$ cat src/rtl/vga_timing_pkg.sv
// vga_timing_pkg
//   Default 640x480@60 raster timing shared by the VGA timing generator and
//   its axis counters. Totals and sync window bounds are derived here so the
//   individual porch/sync widths remain the only numbers edited by hand.
//   No ports (package).
package vga_timing_pkg;

  localparam int VGA_H_VISIBLE = 640;
  localparam int VGA_H_FRONT   = 16;
  localparam int VGA_H_SYNC    = 96;
  localparam int VGA_H_BACK    = 48;

  localparam int VGA_V_VISIBLE = 480;
  localparam int VGA_V_FRONT   = 10;
  localparam int VGA_V_SYNC    = 2;
  localparam int VGA_V_BACK    = 33;

  localparam int VGA_H_TOTAL = VGA_H_VISIBLE + VGA_H_FRONT + VGA_H_SYNC + VGA_H_BACK;  // 800
  localparam int VGA_V_TOTAL = VGA_V_VISIBLE + VGA_V_FRONT + VGA_V_SYNC + VGA_V_BACK;  // 525

  // Sync windows are half-open: [start, end).
  localparam int VGA_HS_START = VGA_H_VISIBLE + VGA_H_FRONT;   // 656
  localparam int VGA_HS_END   = VGA_HS_START + VGA_H_SYNC;     // 752
  localparam int VGA_VS_START = VGA_V_VISIBLE + VGA_V_FRONT;   // 490
  localparam int VGA_VS_END   = VGA_VS_START + VGA_V_SYNC;     // 492

  // Position counter width; must hold VGA_H_TOTAL-1 and VGA_V_TOTAL-1.
  localparam int VGA_CNT_W = 10;

endpackage

$ cat src/rtl/vga_axis_counter.sv
// vga_axis_counter
//   Wrapping position counter for one raster axis. Counts 0..LIMIT-1 on each
//   cycle with inc_i high and wraps to 0. Reset parks the counter at LIMIT-1 so
//   the first increment after reset lands on 0.
// Ports
//   clk_i       in   1  clock
//   rst_ni      in   1  asynchronous active-low reset
//   inc_i       in   1  advance by one this cycle
//   cnt_o       out  W  current (registered) count
//   cnt_next_o  out  W  value cnt_o will take after this edge
//   wrap_o      out  1  this cycle's increment wraps LIMIT-1 -> 0
module vga_axis_counter #(
  parameter int LIMIT = 800,
  parameter int W     = 10
) (
  input  logic         clk_i,
  input  logic         rst_ni,
  input  logic         inc_i,
  output logic [W-1:0] cnt_o,
  output logic [W-1:0] cnt_next_o,
  output logic         wrap_o
);

  localparam logic [W-1:0] LAST = W'(LIMIT - 1);

  logic [W-1:0] cnt_q;
  logic [W-1:0] cnt_d;
  logic         wrap;

  always_comb begin
    cnt_d = cnt_q;
    wrap  = 1'b0;
    if (inc_i) begin
      if (cnt_q == LAST) begin
        cnt_d = '0;
        wrap  = 1'b1;
      end else begin
        cnt_d = cnt_q + 1'b1;
      end
    end
  end

  always_ff @(posedge clk_i or negedge rst_ni) begin
    if (!rst_ni) begin
      cnt_q <= LAST;
    end else begin
      cnt_q <= cnt_d;
    end
  end

  assign cnt_o      = cnt_q;
  assign cnt_next_o = cnt_d;
  assign wrap_o     = wrap;

endmodule

$ cat src/rtl/vga_timing_gen.sv
// vga_timing_gen
//   Raster timing source for one VGA port. Produces the DrawX/DrawY position,
//   the visible-region flag (blank, 1 = visible), active-low HSYNC/VSYNC,
//   one-cycle line/frame start strobes and an 8-bit frame counter.
//   Every output is a register. The decoded flags are computed from the
//   counters' next-position values so they change on the same edge as
//   DrawX/DrawY and always describe the position currently shown.
// Ports
//   vga_clk      in   1      pixel-domain clock
//   reset_n      in   1      asynchronous active-low reset
//   pix_en       in   1      advance enable (tie 1 when vga_clk is the pixel clock)
//   DrawX        out  CNT_W  horizontal position 0..H_TOTAL-1
//   DrawY        out  CNT_W  vertical position 0..V_TOTAL-1
//   blank        out  1      1 while in the visible region
//   hs           out  1      HSYNC, active low
//   vs           out  1      VSYNC, active low
//   line_start   out  1      strobe on the cycle DrawX becomes 0
//   frame_start  out  1      strobe on the cycle (0,0) is entered
//   frame_count  out  8      completed frames, modulo 256
module vga_timing_gen
  import vga_timing_pkg::*;
#(
  parameter int H_VISIBLE = VGA_H_VISIBLE,
  parameter int H_FRONT   = VGA_H_FRONT,
  parameter int H_SYNC    = VGA_H_SYNC,
  parameter int H_BACK    = VGA_H_BACK,
  parameter int V_VISIBLE = VGA_V_VISIBLE,
  parameter int V_FRONT   = VGA_V_FRONT,
  parameter int V_SYNC    = VGA_V_SYNC,
  parameter int V_BACK    = VGA_V_BACK,
  parameter int CNT_W     = VGA_CNT_W
) (
  input  logic             vga_clk,
  input  logic             reset_n,
  input  logic             pix_en,
  output logic [CNT_W-1:0] DrawX,
  output logic [CNT_W-1:0] DrawY,
  output logic             blank,
  output logic             hs,
  output logic             vs,
  output logic             line_start,
  output logic             frame_start,
  output logic [7:0]       frame_count
);

  localparam int H_TOTAL = H_VISIBLE + H_FRONT + H_SYNC + H_BACK;
  localparam int V_TOTAL = V_VISIBLE + V_FRONT + V_SYNC + V_BACK;

  localparam logic [CNT_W-1:0] H_VIS_END = CNT_W'(H_VISIBLE);
  localparam logic [CNT_W-1:0] HS_START  = CNT_W'(H_VISIBLE + H_FRONT);
  localparam logic [CNT_W-1:0] HS_END    = CNT_W'(H_VISIBLE + H_FRONT + H_SYNC);
  localparam logic [CNT_W-1:0] V_VIS_END = CNT_W'(V_VISIBLE);
  localparam logic [CNT_W-1:0] VS_START  = CNT_W'(V_VISIBLE + V_FRONT);
  localparam logic [CNT_W-1:0] VS_END    = CNT_W'(V_VISIBLE + V_FRONT + V_SYNC);

  logic [CNT_W-1:0] h_cnt, h_next;
  logic [CNT_W-1:0] v_cnt, v_next;
  logic             h_wrap, v_wrap;
  logic             v_inc;

  assign v_inc = pix_en & h_wrap;

  vga_axis_counter #(.LIMIT(H_TOTAL), .W(CNT_W)) u_h_cnt (
    .clk_i      (vga_clk),
    .rst_ni     (reset_n),
    .inc_i      (pix_en),
    .cnt_o      (h_cnt),
    .cnt_next_o (h_next),
    .wrap_o     (h_wrap)
  );

  vga_axis_counter #(.LIMIT(V_TOTAL), .W(CNT_W)) u_v_cnt (
    .clk_i      (vga_clk),
    .rst_ni     (reset_n),
    .inc_i      (v_inc),
    .cnt_o      (v_cnt),
    .cnt_next_o (v_next),
    .wrap_o     (v_wrap)
  );

  logic       blank_q, blank_d;
  logic       hs_q, hs_d;
  logic       vs_q, vs_d;
  logic       line_start_q, line_start_d;
  logic       frame_start_q, frame_start_d;
  logic [7:0] frame_count_q, frame_count_d;
  // Set by the first advance after reset. The wrap out of the parked reset
  // position (H_TOTAL-1, V_TOTAL-1) is not a completed frame, so it must not
  // bump frame_count.
  logic       started_q, started_d;

  always_comb begin
    blank_d       = (h_next < H_VIS_END) && (v_next < V_VIS_END);
    hs_d          = !((h_next >= HS_START) && (h_next < HS_END));
    vs_d          = !((v_next >= VS_START) && (v_next < VS_END));
    // Wrap flags already include pix_en, so hold cycles never re-fire strobes.
    line_start_d  = h_wrap;
    frame_start_d = h_wrap && v_wrap;
    started_d     = started_q | pix_en;
    frame_count_d = frame_count_q;
    if (frame_start_d && started_q) begin
      frame_count_d = frame_count_q + 8'd1;
    end
  end

  always_ff @(posedge vga_clk or negedge reset_n) begin
    if (!reset_n) begin
      blank_q       <= 1'b0;
      hs_q          <= 1'b1;
      vs_q          <= 1'b1;
      line_start_q  <= 1'b0;
      frame_start_q <= 1'b0;
      frame_count_q <= 8'd0;
      started_q     <= 1'b0;
    end else begin
      blank_q       <= blank_d;
      hs_q          <= hs_d;
      vs_q          <= vs_d;
      line_start_q  <= line_start_d;
      frame_start_q <= frame_start_d;
      frame_count_q <= frame_count_d;
      started_q     <= started_d;
    end
  end

  assign DrawX       = h_cnt;
  assign DrawY       = v_cnt;
  assign blank       = blank_q;
  assign hs          = hs_q;
  assign vs          = vs_q;
  assign line_start  = line_start_q;
  assign frame_start = frame_start_q;
  assign frame_count = frame_count_q;

endmodule

$ cat config.mk
export PLATFORM = sky130hd
export DESIGN_NAME = vga_timing_gen
export DESIGN_NICKNAME = d
export VERILOG_FILES = /design/src/rtl/vga_timing_pkg.sv /design/src/rtl/vga_axis_counter.sv /design/src/rtl/vga_timing_gen.sv
export SDC_FILE = /design/constraint.sdc
export NUM_CORES = 1
export LEC_CHECK = 0
export CAP_MARGIN = 20
export CORE_MARGIN = 5
export CORE_UTILIZATION = 45
export DETAILED_ROUTE_END_ITERATION = 7
export PLACE_DENSITY = 0.85
export SETUP_SLACK_MARGIN = 0.02
export SYNTH_ARGS = -nofsm -noshare
export SYNTH_HDL_FRONTEND = slang
export SYNTH_SLANG_ARGS = --single-unit
$ cat constraint.sdc
create_clock -name vga_clk -period 2.2 [get_ports vga_clk]
set_input_delay 0.44 -clock vga_clk [delete_from_list [all_inputs] [get_ports vga_clk]]
set_output_delay 0.44 -clock vga_clk [all_outputs]
set_load 0.005 [all_outputs]
Word-level counts from Yosys, hierarchy flattened
Cells that the tools add are included.

cells by class
  add/subtract/negate cells = 3
  $mul = 0
  div/mod/pow operators = 0
  order comparisons = 6
  equality and inequality tests = 2
  shifts and indexed selects = 0
  mux-type cells = 8
  bitwise gates (word level) = 2
  reduce and logical (&&, ||, !) cells = 7

operators by type and width
  operator                                                      number
  2-to-1 mux 10 bit                                             4
  adder 10 x 1 -> 10 bit (second input constant)                2
  == test 10 bit (second input constant)                        2
  less-than comparator 10 bit (second input constant)           2
  less-than comparator 10 x 9 -> 1 bit (second input constant)  2
  >= comparator 10 bit (second input constant)                  1
  >= comparator 10 x 9 -> 1 bit (second input constant)         1
  adder 8 x 1 -> 8 bit (second input constant)                  1
  logical AND 1 bit                                             5
  2-to-1 mux 1 bit                                              4
  logical NOT 1 bit                                             2
  bitwise AND 1 bit                                             1
  bitwise OR 1 bit                                              1

word-level totals
  register bits after elaboration = 34
  latch bits = 0
  memory bits (writable) = 0
  ROM bits = 0
  bits of input ports = 3
  output and inout bits = 33
  word-level logic and storage cells = 37
  memories = 0

Logic depth before layout (Yosys ltp)
  word-level depth = 8
  gate-level depth with buffers = 9
  mapped depth without buffers = 7

Modules after synthesis
Synthesis repeated with hierarchy kept, for this count alone.

unflattened totals
  cells, all modules = 150
  area total of the unflattened synthesis = 1,662.8 um^2

modules (own cells, without submodules)
  module                      times used  cells an instance  area an instance (um^2)  sequential area each (um^2)
  vga_timing_gen              1           51                 588.1                    352.8
  vga_axis_counter (u_v_cnt)  1           53                 546.8                    254.0
  vga_axis_counter (u_h_cnt)  1           46                 528.0                    259.0

Least setup slack after synthesis
Ideal clock, no wire load.

  path kind = in2reg
  from = in pix_en
  to = reg vs_q (netlist: vs)
  library setup time = 0.094 ns
  data arrival time = 2.321 ns
  data required time = 2.106 ns
  setup slack = -0.215 ns
  stages on the path = 8
  path buffers = 2
  cell sequence = clkbuf_1 > and4_1 > buf_2 > nand3_2 > clkinv_1 > a31o_1 > or3b_1 > or4_1

between the ends
  longest elaborated chain between the ends = 6
  elaborated cells on any way between the ends = 7
  classes of those cells = 2 x order compare; 2 x mux; 1 x bitwise; 2 x reduce/logical

RTL lines
  element                                                                                RTL line                source
  from (decl)                                                                            vga_timing_gen.sv:35    input logic pix_en,
  2-to-1 mux 1 bit                                                                       vga_axis_counter.sv:33  if (inc_i) begin
  bitwise AND 1 bit (*)                                                                  vga_timing_gen.sv:61    assign v_inc = pix_en & h_wrap;
  2-to-1 mux 10 bit (*)                                                                  vga_axis_counter.sv:33
  via u_v_cnt.cnt_next_o[4]                                                              vga_axis_counter.sv:20  output logic [W-1:0] cnt_next_o,
  >= comparator 10 x 9 -> 1 bit or less-than comparator 10 x 9 -> 1 bit (tied branches)  vga_timing_gen.sv:95    vs_d = !((v_next >= VS_START) && (v_next < VS_END));
  logical AND 1 bit (*)                                                                  vga_timing_gen.sv:95
  logical NOT 1 bit (*)                                                                  vga_timing_gen.sv:95
  via vs_d                                                                               vga_timing_gen.sv:83    logic vs_q, vs_d;
  to (signal assigned)                                                                   vga_timing_gen.sv:118   vs_q <= vs_d;
  to (decl)                                                                              vga_timing_gen.sv:83

Mark *: on every way through the listed nets, which the timed path passes. The rest lies on a longest branch.
A chain may end at the register's enable or synchronous reset.

Worst setup path in the final report
  from = reg u_v_cnt.cnt_q[9] (netlist: u_v_cnt.cnt_o[9])
  to = reg vs_q (netlist: vs)

between the ends
  longest elaborated chain between the ends = 6
  elaborated cells on any way between the ends = 8
  classes of those cells = 1 x add/sub; 2 x order compare; 1 x eq/ne; 2 x mux; 2 x reduce/logical

RTL lines
  element                                                                                RTL line                source
  from (decl)                                                                            vga_axis_counter.sv:26  logic [W-1:0] cnt_q;
  from (signal assigned)                                                                 vga_axis_counter.sv:47  cnt_q <= cnt_d;
  == test 10 bit (*)                                                                     vga_axis_counter.sv:34  if (cnt_q == LAST) begin
  2-to-1 mux 10 bit (*)                                                                  vga_axis_counter.sv:34
  2-to-1 mux 10 bit (*)                                                                  vga_axis_counter.sv:33
  via u_v_cnt.cnt_next_o[4]                                                              vga_axis_counter.sv:20
  >= comparator 10 x 9 -> 1 bit or less-than comparator 10 x 9 -> 1 bit (tied branches)  vga_timing_gen.sv:95
  logical AND 1 bit (*)                                                                  vga_timing_gen.sv:95
  logical NOT 1 bit (*)                                                                  vga_timing_gen.sv:95
  via vs_d                                                                               vga_timing_gen.sv:83

Marks and branches as above.

==> results_dict.tcl <==
set metrics [dict create \
    io-pin-count 36 \
    drtAntennaViolNets 0 \
    cp_num_buf_inv 0 \
    finalPower_w 0.00172 \
    synthesis.nets 188 \
    finalNonFillerCells 298 \
    pwr-share-seq_pct 43.1 \
    worstSetupPathType "flop to flop" \
    violations "negative setup slack" \
    crit_path_top_delay_cell "dfstp_2" \
    yosys_warnings 0 \
    num_vias 1629 \
    drt_wl_total_um 4480 \
    ys_types 45 \
    crit_family "simple AND/OR/NAND/NOR gates" \
    max_cap_violations 0 \
    num_rows 23 \
    dr.first_iter.drc_count 84 \
    crit_chain "or4b_4 -> o31a_1 -> a31o_1 -> or3b_1 -> or4_4" \
    dp.cells 290 \
    p_leak_nw 1.15 \
    fp.dieH_um 73.7 \
    first_pass_iters 4 \
    combPwrFrac_pct 30.7 \
    initial_utilization_pct 46.0 \
    dieArea_um2 5440 \
    hold_viol 0 \
    final.period_utilization_pct 109 \
    max-vdd-ir-drop_v 0.000612 \
    cts_tree "done" \
    switching_share_pct 29.8 \
    route.detailed.drc 0 \
    fin_skew_ns 0.00692 \
    crit_path_end_kind "flop" \
    synth_edf_count 0 \
    final_max_slew_viol_count 0 \
    worst_slack_ns -0.200 \
    n_antenna_cell 0 \
    multi_input_area_um2 916 \
    ctsHoldBuffers 0 \
    gp_congestion 0.932 \
    setup_viol 1 \
    utilization_pct 64.7 \
    hpwlAfterDp_um 3290 \
    grt_max_degree 35 \
    synth_ff_type "dfrtp_1" \
    clk_pin_slew_worst_paths_ns 0.07 \
    p_switching_w 0.000513 \
    n_fill_cell 346 \
    cts_root_buf "clkbuf_8" \
    p_int_w 0.00121 \
    rsz0062_at_grt "yes" \
    regArea_um2 866 \
    fmax_ghz 0.417 \
    async_reset_ff_share_pct 100 \
    power_per_cell_area_nw_per_um2 670 \
    slew_headroom_pct 58.3 \
    grt_pass1_wl_um 7510 \
    core_um2 3970 \
    status "finished with violations" \
    yosys_register_bits 34 \
    cts_made_buffers 5 \
    hold_path_class "flop to flop" \
    avgViaCountPerCell 5.47 \
    required_ns 2.41 \
    area_delta_synth_final_pct 40.5 \
    fin_crit_ns 2.40 \
    grt_pass1_vias 1616 \
    die_x_um 73.7 \
    grt_antenna_before_repair 0 \
    cp-start-kind "flop" \
    drive_gt1_share_pct 25.8 \
    nNetsFinal 254 \
    fin_setup_tns_ns -0.200 \
    avgRoutedWirePerCell_um 15.0 \
    io_buffers 35 \
    postSynthCellCount 181 \
    cts.sinks 34 \
    htreeDepth 2 \
    p_clk_share_pct 26.2 \
    tightestPinTransition_ns 0.620 \
    syn-mean-instance-area_um2 10.1 \
    dpl_worst_slack_ns -0.363 \
    clockBufferDepth 2 \
    crit_path_max_fanout 2 \
    mappedNetlistArea_um2 1830 \
    ys_seq_area_share_pct 47.4 \
    critPathMaxStageDelay_ns 0.53 \
    clock_latency_ns 0.29 \
    overflow 0 \
    track_usage_pct 18.0 \
    arrival_ns 2.61 \
]
## cell usage after synthesis, types with 5 or more instances
cell | count | share of area, %
nor3_1 | 5 | 1.4
nand2_1 | 15 | 3.1
xor2_1 | 8 | 3.8
xnor2_1 | 10 | 4.8
nor2_1 | 8 | 1.6
and4_1 | 5 | 2.4
inv_1 | 7 | 1.4
and3_1 | 8 | 2.7
nand3_1 | 5 | 1.4
a21oi_1 | 5 | 1.4
o21ai_0 | 7 | 1.9
dfrtp_1 | 22 | 30
clkbuf_1 | 9 | 1.8
dfstp_2 | 12 | 17
nand4_1 | 11 | 3.8
## routing by layer
layer  part of all wire (%)  up-vias  global-route usage [%]  wire [um]
met5                      0        -                       0          0
met3                    5.8        9                    6.02        259
met2                     49       45                    26.9       2200
li1                       -      789                       -          -
met1                     43      786                    23.9       1950
met4                    1.6        0                    7.44         70
## cell families after synthesis
| logic type | Yosys count | share of synthesized area, % |
|---|---|---|
| AOI/OAI and AO/OA | 25 | 9.17 |
| xor gates and xnor gates | 18 | 8.62 |
| adders and majority gates | 4 | 2.74 |
| buffers and inverters | 18 | 3.76 |
| DFF | 34 | 47.4 |
| muxes | 4 | 2.33 |
| and+or+nand+nor | 78 | 26.0 |
## registers in the layout (all words and copies together), names as in the netlist
name / cells
u_h_cnt.cnt_o: 10
u_v_cnt.cnt_o: 10
frame_count: 8
blank: 1
frame_start: 1
hs: 1
line_start: 1
started_q: 1
vs: 1
## cell type report
| type | count | share of cell area [%] |
|---|---|---|
| multi-input combinational | 129 | 35.7 |
| inverter | 8 | 1.36 |
| tap | 50 | 2.44 |
| timing repair buffer | 69 | 23.6 |
| sequential | 34 | 33.7 |
| clock inverter | 2 | 0.390 |
| clock buffer | 6 | 2.83 |
## worst paths after layout
check | from | to | slack, ns | cells after the start
max in group asynchronous | reset_n | u_h_cnt.cnt_o[1] | 1.30 | 2
min in group asynchronous | reset_n | u_v_cnt.cnt_o[7] | 0.56 | 2
max reg2reg | u_v_cnt.cnt_o[9] | vs | -0.20 | 5
min reg2reg | frame_count[7] | frame_count[7] | 0.48 | 1
max | u_v_cnt.cnt_o[9] | vs | -0.20 | 5
min | frame_count[7] | frame_count[7] | 0.48 | 1
## worst register-to-register path, delay by kind of cell, from the launching register on
kind	cells	cell delay (ns)
and+or+nand+nor	3	1.35
DFF	1	0.53
AOI/OAI and AO/OA	2	0.45
## placed cells by master, fill, tap and decap left out, types with 2 or more instances in the layout
cell type and count:
nor2b_1 2, mux2_2 2, mux2i_1 2, inv_1 7, a311oi_1 2, nand4_1 11, nor4bb_1 2, clkinv_2 2
and2_1 4, xor2_1 8, o211ai_1 2, nand3_1 5, dfstp_2 12, nand2_1 15, nor2_1 8, and3_1 7
ha_1 4, a21oi_1 5, nor4_1 3, dfrtp_1 22, xnor2_1 10, buf_4 34, clkbuf_8 5, clkdlybuf4s50_1 35
o21ai_0 7, and4_1 4, nor3_1 5
## timing repair
action                                  4_1_cts  5_1_grt
endpoints found under the setup margin        2        7
setup buffers                                 0        0
gates resized for setup                       1        3
pin swaps                                     1        1
## power by group through the flow
stage	Sequential, W	Clock [W]	Combinational (W)
3_3_place_gp	0.000745	0	0.000516
5_1_grt	0.000750	0.000494	0.000578
3_5_place_dp	0.000750	0	0.000523
4_1_cts	0.000742	0.000460	0.000529
6_report	0.000743	0.000451	0.000528
2_1_floorplan	0.000773	0	0.000219
## through the flow
stage | instance area, um2 | hold slack [ns]
after floorplan | 1840 | 0.144
after global placement | 2470 | 0.455
after detailed placement | 2470 | 0.460
after CTS | 2560 | 0.480
after global routing | 2570 | 0.492
final | 2570 | 0.475
Power figures use the tool's default switching activity.
